File: src/rtl/vram_arbiter.sv
// vram_arbiter
//   Shares one single-port synchronous VRAM (1-cycle read latency) between the
//   display scan-out fetch (absolute priority, fixed latency 2) and a CPU bus
//   using a req/ack handshake that is served in RAM cycles the display leaves
//   free. A sticky flag reports CPU starvation.
//
// Ports
//   pclk, reset_n                     pixel clock, async active-low reset
//   vid_req/vid_addr                  display fetch request (one per cycle max)
//   vid_data/vid_valid                fetched byte, valid two cycles after vid_req
//   cpu_req/cpu_we/cpu_addr/cpu_wdata CPU request, held stable until cpu_ack
//   cpu_ack/cpu_rdata                 completion pulse, read data (held)
//   cpu_starve                        sticky starvation flag
//   ram_addr/ram_we/ram_wdata         RAM port, combinational from the grant
//   ram_rdata                         RAM read data, valid cycle after address
//
// state  | meaning
// C_IDLE | no CPU transfer in flight; may grant a new request
// C_WAIT | CPU request pending, denied by display traffic
// C_RD   | read issued last cycle; capture ram_rdata this cycle
// C_ACK  | cpu_ack pulse cycle; no grant so a held cpu_req cannot re-issue

module vram_arbiter #(
    parameter int AW         = 14,
    parameter int DW         = 8,
    parameter int STARVE_LIM = 64
) (
    input  logic          pclk,
    input  logic          reset_n,
    input  logic          vid_req,
    input  logic [AW-1:0] vid_addr,
    output logic [DW-1:0] vid_data,
    output logic          vid_valid,
    input  logic          cpu_req,
    input  logic          cpu_we,
    input  logic [AW-1:0] cpu_addr,
    input  logic [DW-1:0] cpu_wdata,
    output logic          cpu_ack,
    output logic [DW-1:0] cpu_rdata,
    output logic          cpu_starve,
    output logic [AW-1:0] ram_addr,
    output logic          ram_we,
    output logic [DW-1:0] ram_wdata,
    input  logic [DW-1:0] ram_rdata
);

    typedef enum logic [1:0] {C_IDLE, C_WAIT, C_RD, C_ACK} cpu_state_t;

    localparam logic [7:0] LP_LIM = 8'(STARVE_LIM);

    cpu_state_t    r_state;
    logic [AW-1:0] r_ram_addr;
    logic          r_vid_p1;
    logic [DW-1:0] r_vid_data;
    logic          r_vid_valid;
    logic          r_cpu_ack;
    logic [DW-1:0] r_cpu_rdata;
    logic          r_cpu_starve;
    logic [7:0]    r_starve_cnt;

    logic          w_cpu_pend;
    logic          w_cpu_gnt;
    logic          w_cpu_deny;
    logic [7:0]    w_cnt_nxt;

    assign w_cpu_pend = cpu_req && ((r_state == C_IDLE) || (r_state == C_WAIT));
    assign w_cpu_gnt  = w_cpu_pend && !vid_req;
    assign w_cpu_deny = w_cpu_pend && vid_req;

    // Idle cycles keep the last address on the bus to avoid needless toggling.
    assign ram_addr  = vid_req ? vid_addr : (w_cpu_gnt ? cpu_addr : r_ram_addr);
    assign ram_we    = reset_n && w_cpu_gnt && cpu_we;
    assign ram_wdata = cpu_wdata;

    assign vid_data   = r_vid_data;
    assign vid_valid  = r_vid_valid;
    assign cpu_ack    = r_cpu_ack;
    assign cpu_rdata  = r_cpu_rdata;
    assign cpu_starve = r_cpu_starve;

    always_comb begin
        w_cnt_nxt = r_starve_cnt;
        if (w_cpu_gnt)
            w_cnt_nxt = 8'd0;
        else if (w_cpu_deny && (r_starve_cnt != 8'hFF))
            w_cnt_nxt = r_starve_cnt + 8'd1;
    end

    // Display pipeline: request in t, RAM data arrives in t+1, registered for t+2.
    always_ff @(posedge pclk or negedge reset_n) begin
        if (!reset_n) begin
            r_ram_addr  <= '0;
            r_vid_p1    <= 1'b0;
            r_vid_data  <= '0;
            r_vid_valid <= 1'b0;
        end else begin
            r_ram_addr  <= ram_addr;
            r_vid_p1    <= vid_req;
            r_vid_valid <= r_vid_p1;
            if (r_vid_p1)
                r_vid_data <= ram_rdata;
        end
    end

    always_ff @(posedge pclk or negedge reset_n) begin
        if (!reset_n) begin
            r_state      <= C_IDLE;
            r_cpu_ack    <= 1'b0;
            r_cpu_rdata  <= '0;
            r_starve_cnt <= 8'd0;
            r_cpu_starve <= 1'b0;
        end else begin
            r_cpu_ack    <= 1'b0;
            r_starve_cnt <= w_cnt_nxt;
            if (w_cpu_deny && (w_cnt_nxt >= LP_LIM))
                r_cpu_starve <= 1'b1;
            case (r_state)
                C_IDLE, C_WAIT: begin
                    if (w_cpu_gnt) begin
                        r_state   <= cpu_we ? C_ACK : C_RD;
                        r_cpu_ack <= cpu_we;
                    end else if (cpu_req) begin
                        r_state <= C_WAIT;
                    end else begin
                        r_state <= C_IDLE;
                    end
                end
                C_RD: begin
                    r_cpu_rdata <= ram_rdata;
                    r_cpu_ack   <= 1'b1;
                    r_state     <= C_ACK;
                end
                C_ACK:   r_state <= C_IDLE;
                default: r_state <= C_IDLE;
            endcase
        end
    end

endmodule
File: config.mk
export PLATFORM = sky130hd
export DESIGN_NAME = vram_arbiter
export DESIGN_NICKNAME = d
export VERILOG_FILES = /design/src/rtl/vram_arbiter.sv
export SDC_FILE = /design/constraint.sdc
export NUM_CORES = 1
export LEC_CHECK = 0
export BUFFER_PORTS_ARGS = -buffer_cell sky130_fd_sc_hd__buf_2
export CORE_ASPECT_RATIO = 1.1
export CORE_MARGIN = 2
export CORE_UTILIZATION = 35
export CTS_CLUSTER_SIZE = 16
export DETAILED_ROUTE_END_ITERATION = 8
export PLACE_DENSITY = 0.66
export REMOVE_ABC_BUFFERS = 1
export SLEW_MARGIN = 15
export SYNTH_ARGS = -nofsm -noshare
export SYNTH_HDL_FRONTEND = slang
export SYNTH_SLANG_ARGS = --single-unit
File: constraint.sdc
create_clock -name pclk -period 1.7 [get_ports pclk]
set_input_delay 0.085 -clock pclk [delete_from_list [all_inputs] [get_ports pclk]]
set_output_delay 0.085 -clock pclk [all_outputs]
set_load 0.02 [all_outputs]
==> results of run 1 <==
## power groups by stage
| stage | Sequential (mW) | Clock, mW | Combinational [mW] |
|---|---|---|---|
| 6_report | 1.44 | 0.791 | 1.11 |
| 3_3_place_gp | 1.44 | 0 | 1.10 |
| 4_1_cts | 1.43 | 0.826 | 1.12 |
| 2_1_floorplan | 1.59 | 0 | 0.531 |
| 3_5_place_dp | 1.44 | 0 | 1.11 |
| 5_1_grt | 1.47 | 0.851 | 1.22 |
## sequential cells by signal (all words and copies together) (netlist names)
register and flops:
r_vid_p1 1, cpu_rdata 8, r_state 2, vid_data 8, r_ram_addr 14, cpu_starve 1
vid_valid 1, cpu_ack 1, r_starve_cnt 8
## what timing repair did
| action | in CTS | in global routing |
|---|---|---|
| hold buffers | 1 | 0 |
| setup endpoints to repair | 3 | 18 |
| cloned | 0 | 0 |
| buffers inserted | 0 | 1 |
| gates resized for setup | 3 | 10 |
| pin swaps | 0 | 1 |
| hold endpoints to repair | 44 | 0 |
## stage by stage
step,setup TNS [ns],util
floorplan,-17.08,-
global placement,0,0.443
detailed placement,0,0.443
CTS,0,0.465
global route,-0.144,0.474
finish,0,0.474
## kinds of logic after synthesis
kind of cell / count (synthesis) / synth area share
fa+ha+maj: 1 / 0.00635
simple gates: 42 / 0.102
mux: 35 / 0.189
compound gates: 29 / 0.0825
flops: 44 / 0.559
buf+inv: 19 / 0.0616
## per-layer routing
layer  vias up  routed length (um)  global-route usage
met5         -                   0                   0
li1        727                   -                   -
met2        55                2300               0.247
met1       721                1790               0.177
met3         6                 261              0.0473
met4         0                  48              0.0421
## cell usage after synthesis (3+ instances only)
library cell / number
mux2_2: 18
dfrtp_1: 44
a22o_1: 3
nand2_1: 21
nor2_1: 6
o21ai_0: 18
mux2i_1: 17
clkbuf_1: 5
a21oi_1: 5
buf_4: 8
## worst min-delay path by stage
stage	startpoint	to	slack, ns	cells past startpoint
2_1_floorplan	reset_n	cpu_ack	-0.21	0
3_3_place_gp	cpu_wdata[0]	ram_wdata[0]	0.17	0
3_5_place_dp	cpu_wdata[0]	ram_wdata[0]	0.17	0
4_1_cts	vid_addr[5]	r_ram_addr[5]	0.02	3
5_1_grt	ram_rdata[3]	vid_data[3]	0.02	2
6_report	ram_rdata[3]	cpu_rdata[3]	0.03	2
## cell type report
| class | count | area share |
|---|---|---|
| sequential | 44 | 0.431 |
| multi-input combinational | 107 | 0.304 |
| timing repair buffer | 83 | 0.182 |
| tap | 75 | 0.0367 |
| clock buffer | 5 | 0.0269 |
| clock inverter | 3 | 0.0166 |
| inverter | 2 | 0.00294 |
==> parameters.txt, run 1 <==
Parameter                              Value

Run status
  Run status ... finished, final reports clean

Layout
  Number of antenna repair diodes ... 0
  Area grow syn2layout ... 29.7%
  Footprint of the flip-flops and latches ... 1100 um^2
  Leading cell type in the layout, fill and taps excluded ... buf_2
  Number of nets in the layout ... 293
  Layout cell share with drive strength beyond 1 ... 0.471
  Total non-filler cell area in the finished layout ... 2560 um^2
  Non-filler cells, final ... 319
  Most frequent cells in the layout ... buf_2 (74), dfrtp_1 (44), nand2_1 (21)
  Number of fillers in the final layout ... 535
  Area of the multi-input gates ... ~780 um^2

Floorplan
  Chip height ... 82.7 um
  DIE WIDTH ... 75.5 um
  Starting Density ... 0.365
  Boundary pin count ... 91
  Core Region ... between 5000 and 6000 um^2
  Die Outline Area ... 6250 um^2
  Standard-cell row count ... 28

Drt
  DR pass1 iterations ... 4
  Routed length per placed instance ... approximately 14 um
  Vias post-DR ... around 1.5k
  Vias per inst ... 4.73
  Remaining DRCs ... 0
  Post-Route WL ... 4400 um
  Number of DRC violations after detailed-routing iteration 0 ... 44
  Antenna-violating nets left ... 0

Critical path
  Reg2reg path depth ... 4
  Type of element capturing the critical path ... register
  Launch instance of the worst register-to-register path ... r_starve_cnt[2]
  Startpoint class of the critical path ... register
  Crit-path max FO ... 5
  Launching element of the worst setup path ... r_starve_cnt[2]
  Number of buffer and inverter stages on the critical path ... 0
  Required arrival time at the worst endpoint ... about 1.9 ns
  RR Endpoint ... r_starve_cnt[5]
  End point of the critical path ... r_starve_cnt[5]
  Delay contributed by the slowest stage of the critical path ... 0.50 ns
  Crit path cell chain ... nand4_1 -> or2_4 -> or4_1 -> a21oi_1
  Worst-path cell with the longest stage delay ... or4_1
  Register-to-register setup slack ... between 0.05 and 0.06 ns
  Top delay family on crit path ... simple AND/OR/NAND/NOR gates
  Worst Path Arrival ... between 1.5 and 2 ns
  Critical path depth in cells ... 4
  Kind of critical path ... reg -> reg

Global route
  Initial antenna violation count ... 0
  Wire length of the first global-routing pass ... 6990 um
  Via count of the first global-routing pass ... roughly 1.6k
  Pin count of the biggest net entering global routing ... 45
  Remaining global-route overflow ... 0
  GRT Overall Usage ... 0.146

Power and ir drop
  Clock network power share ... 0.237
  Share of power burned in registers ... 0.430
  Internal power component ... 2.23 mW
  Max VDD drop ... 913 uV
  Total Power ... ~3.3 mW
  Switching share of power ... 0.331
  Switching power total ... 1.11 mW
  Static leakage power ... 1.22 nW
  Cell Pwr Density ... 1310 nW/um^2
  Gate power share ... 0.333

STA
  Worst slew margin ... 0.630
  Worst hold margin ... 0.0278 ns
  Setup repair after global routing missed its margin ... yes
  Final max-slew violation count ... 0
  Setup-failing EPs final ... 0
  Clock tree skew after final layout ... about 0.006 ns
  Smallest setup slack after layout ... 0.0573 ns
  Measured slew at the worst slew-check pin ... 0.556 ns
  Final hold violations ... 0
  Final Cycle Share ... 0.966
  Shortest period the worst path allows ... 1.64 ns
  Max Freq ... 609 MHz

Placement
  Port Buf Inserts ... 74
  Detailed placement HPWL ... ~3000 um
  Worst-case setup slack after placement ... 0.0645 ns
  Post-Place Cell Area ... 2390 um^2
  Placer congestion estimate ... roughly 0.73
  # placed instances ... 309

Synthesis
  Library cells used by synthesis ... 30
  Post-Syn Instances ... 170
  Synthesized flop and latch total ... 44
  Yosys top cell by area ... dfrtp_1
  Number of flops mapped to enable cells by yosys ... 0
  Portion of the post-synthesis area used by sequential elements ... 0.559
  Warning count from the yosys run ... 0
  Fraction of registers with async set/reset ... 1.00
  Dominant cells by area after synthesis ... dfrtp_1 (56%), mux2_2 (10%), mux2i_1 (8.6%)
  Syn Area/Cell ... about 12 um^2
  Dominant synthesized flop cell ... dfrtp_1
  Area share of the leading cell type in the synthesized netlist ... 0.559
  Cell area after synthesis ... 1970 um^2

Min path
  Min-delay worst type ... in -> reg

Clock tree
  Number of sinks driven by the clock tree ... between 40 and 50
  TritonCTS clock tree ... built
  Cell at the root of the clock tree ... clkbuf_8
  Num CTS Buffers ... 5
  Count of H-tree levels built during CTS ... 2
  Buffer levels on the longest clock path ... 2
  Worst-skew pair later-pin latency ... between 0.2 and 0.3 ns
  Clock transition at path regs ... about 0.090 ns

Run
  Count of maximum capacitance violations ... 0
(Power assumes the default switching activity.)
==> run 2, diff against run 1 <==
--- a/config.mk
+++ b/config.mk
@@ -6,12 +6,14 @@
 export NUM_CORES = 1
 export LEC_CHECK = 0
 export BUFFER_PORTS_ARGS = -buffer_cell sky130_fd_sc_hd__buf_2
+export CELL_PAD_IN_SITES_DETAIL_PLACEMENT = 0
+export CELL_PAD_IN_SITES_GLOBAL_PLACEMENT = 2
 export CORE_ASPECT_RATIO = 1.1
 export CORE_MARGIN = 2
-export CORE_UTILIZATION = 35
+export CORE_UTILIZATION = 28
 export CTS_CLUSTER_SIZE = 16
 export DETAILED_ROUTE_END_ITERATION = 8
-export PLACE_DENSITY = 0.66
+export PLACE_DENSITY = 0.83
 export REMOVE_ABC_BUFFERS = 1
 export SLEW_MARGIN = 15
 export SYNTH_ARGS = -nofsm -noshare
==> run 2 against run 1 <==
Against the previous run:
- total power is 4.1% lower
- sequential share of layout area grew 0.58 points
- utilization is 11 points lower
- setup slack better by 0.0029 ns
- critical path depth unchanged
- count of clock-buffer cells in the layout up 2
- final cell count rose by 2.8%
- design area shrank 1.3%
- worst hold slack got worse by 0.0025 ns
- critical endpoint unchanged
- largest cell class unchanged
==> parameters.txt, run 2 (synthesis gave the netlist of run 1 again) <==
Parameter                              Value

Run status
  Run status ... finished, final reports clean (unchanged)

STA
  Measured slew at the worst slew-check pin ... 0.397 ns (was 0.556 ns)
  Final Cycle Share ... 0.965 (was 0.966)
  Worst slew margin ... 0.735 (was 0.630)
  Final hold violations ... 0 (unchanged)
  Worst hold margin ... 0.0252 ns (was 0.0278 ns)
  Shortest period the worst path allows ... 1.64 ns (about the same)
  Max Freq ... 610 MHz (was 609 MHz)
  Clock tree skew after final layout ... 0.00652 ns (was 0.00617 ns)
  Sum Neg Setup Slack ... 0 ns (unchanged)
  Setup-failing EPs final ... 0 (unchanged)
  Final max-slew violation count ... 0 (unchanged)
  Setup repair after global routing missed its margin ... yes (unchanged)

Layout
  Number of nets in the layout ... 292 (was 293)
  Area grow syn2layout ... 28.0% (was 29.7%)
  Layout cell share with drive strength beyond 1 ... 0.461 (was 0.471)
  Register bank with the most flops ... r_ram_addr (unchanged)
  Number of fillers in the final layout ... 714 (was 535)
  Area of the multi-input gates ... 768 um^2 (was 777 um^2)
  Most frequent cells in the layout ... buf_2 (74), dfrtp_1 (44), nand2_1 (21) (unchanged)
  Flip-flop count of the largest register, all copies and words added ... 14 (unchanged)
  Leading cell type in the layout, fill and taps excluded ... buf_2 (unchanged)
  Non-filler cells, final ... 328 (was 319)
  Utilization of the core after routing ... 0.364 (was 0.474)
  Number of antenna repair diodes ... 0 (unchanged)
  Footprint of the flip-flops and latches ... 1100 um^2 (unchanged)

Clock tree
  Number of sinks driven by the clock tree ... 44 (unchanged)
  Worst-skew pair later-pin latency ... 0.29 ns (about the same)
  Num CTS Buffers ... 5 (unchanged)
  Count of H-tree levels built during CTS ... 2 (unchanged)
  Cell at the root of the clock tree ... clkbuf_8 (unchanged)
  Buffer levels on the longest clock path ... 2 (unchanged)
  Clock transition at path regs ... 0.08 ns (was 0.09 ns)
  TritonCTS clock tree ... built (unchanged)

Floorplan
  Standard-cell row count ... 32 (was 28)
  Die Outline Area ... 7730 um^2 (was 6250 um^2)
  Starting Density ... 0.285 (was 0.365)
  Chip height ... 92.0 um (was 82.7 um)
  Core Region ... 6930 um^2 (was 5400 um^2)
  DIE WIDTH ... 84.0 um (was 75.5 um)
  Boundary pin count ... 91 (unchanged)

Global route
  Wire length of the first global-routing pass ... 6820 um (was 6990 um)
  Initial antenna violation count ... 0 (unchanged)
  Pin count of the biggest net entering global routing ... 31 (was 45)
  Via count of the first global-routing pass ... 1469 (was 1566)
  Remaining global-route overflow ... 0 (unchanged)
  GRT Overall Usage ... 0.108 (was 0.146)

Power and ir drop
  Max VDD drop ... 586 uV (was 913 uV)
  Cell Pwr Density ... 1270 nW/um^2 (was 1310 nW/um^2)
  Total Power ... 3.20 mW (was 3.34 mW)
  Static leakage power ... 1.19 nW (was 1.22 nW)

Critical path
  Startpoint class of the critical path ... register (unchanged)
  Kind of critical path ... reg -> reg (unchanged)
  Crit path cell chain ... nand2b_4 -> or2_1 -> or4_1 -> a21oi_1 (was nand4_1 -> or2_4 -> or4_1 -> a21oi_1)
  Worst Path Arrival ... 1.85 ns (was 1.86 ns)
  Required arrival time at the worst endpoint ... 1.91 ns (was 1.92 ns)
  Crit-path max FO ... 11 (was 5)
  Type of element capturing the critical path ... register (unchanged)
  Worst-path cell with the longest stage delay ... or4_1 (unchanged)
  Delay contributed by the slowest stage of the critical path ... 0.51 ns (was 0.50 ns)

Drt
  Post-Route WL ... 4100 um (was 4400 um)
  Routed length per placed instance ... 12.5 um (was 13.8 um)
  Number of DRC violations after detailed-routing iteration 0 ... 51 (was 44)
  Antenna-violating nets left ... 0 (unchanged)
  DR pass1 iterations ... 4 (unchanged)
  Remaining DRCs ... 0 (unchanged)
  Vias per inst ... 4.51 (was 4.73)
  Vias post-DR ... 1478 (was 1509)

Placement
  # placed instances ... 318 (was 309)
  Port Buf Inserts ... 74 (unchanged)
  Placer congestion estimate ... 0.793 (was 0.734)
  Detailed placement HPWL ... 2970 um (was 3020 um)

Min path
  Min-delay worst type ... in -> reg (unchanged)

Run
  Count of maximum capacitance violations ... 0 (unchanged)
run 2: path summary, 6_finish.rpt:
kind,to,slack [ns],start,cells after the start
min,r_ram_addr[2],0.03,vid_addr[2],3
max in group asynchronous,r_starve_cnt[2],0.75,reset_n,3
min reg2reg,vid_data[0],0.50,vid_data[0],1
max reg2reg,r_starve_cnt[5],0.06,r_state[1],4
max,r_starve_cnt[5],0.06,r_state[1],4
min in group asynchronous,r_ram_addr[11],0.24,reset_n,2
run 2: metrics by stage:
stage          cell area, um^2  setup WS [ns]
6_report                  2520         0.0601
5_1_grt                   2520        -0.0196
4_1_cts                   2500         0.0174
3_5_place_dp              2390         0.0341
3_3_place_gp              2390         0.0658
2_1_floorplan             1860         -0.645
run 2: what timing repair did:
item / 4_1_cts / 5_1_grt
setup buffers: 0 / 1
gates resized for setup: 0 / 16
hold buffers: 1 / 0
endpoints found under the hold margin: 14 / 0
endpoints found under the setup margin: 0 / 14
run 2: critical path: cells and delay by family, from the launching register on:
family	cells	cell delay [ns]
AOI/OAI and AO/OA	1	0.17
DFF	1	0.40
and+or+nand+nor	3	0.99
run 2: cell type report:
class,instances,share of cell area
timing repair buffer,82,0.177
inverter,2,0.00298
sequential,44,0.437
tap,85,0.0422
clock buffer,7,0.0342
clock inverter,1,0.00298
multi-input combinational,107,0.305
run 2: where the power goes:
group / internal, mW / switching [mW]
clock network: 0.330 / 0.345
logic: 0.507 / 0.600
registers: 1.29 / 0.128
run 2: layer usage:
metal | vias to the layer above | routed length (um) | share of wire | track usage
met1 | 686 | 1820 | 0.44 | 0.136
li1 | 729 | - | - | -
met4 | 0 | 48 | 0.012 | 0.0323
met5 | - | 0 | 0 | 0
met2 | 58 | 1930 | 0.47 | 0.177
met3 | 5 | 298 | 0.073 | 0.0369
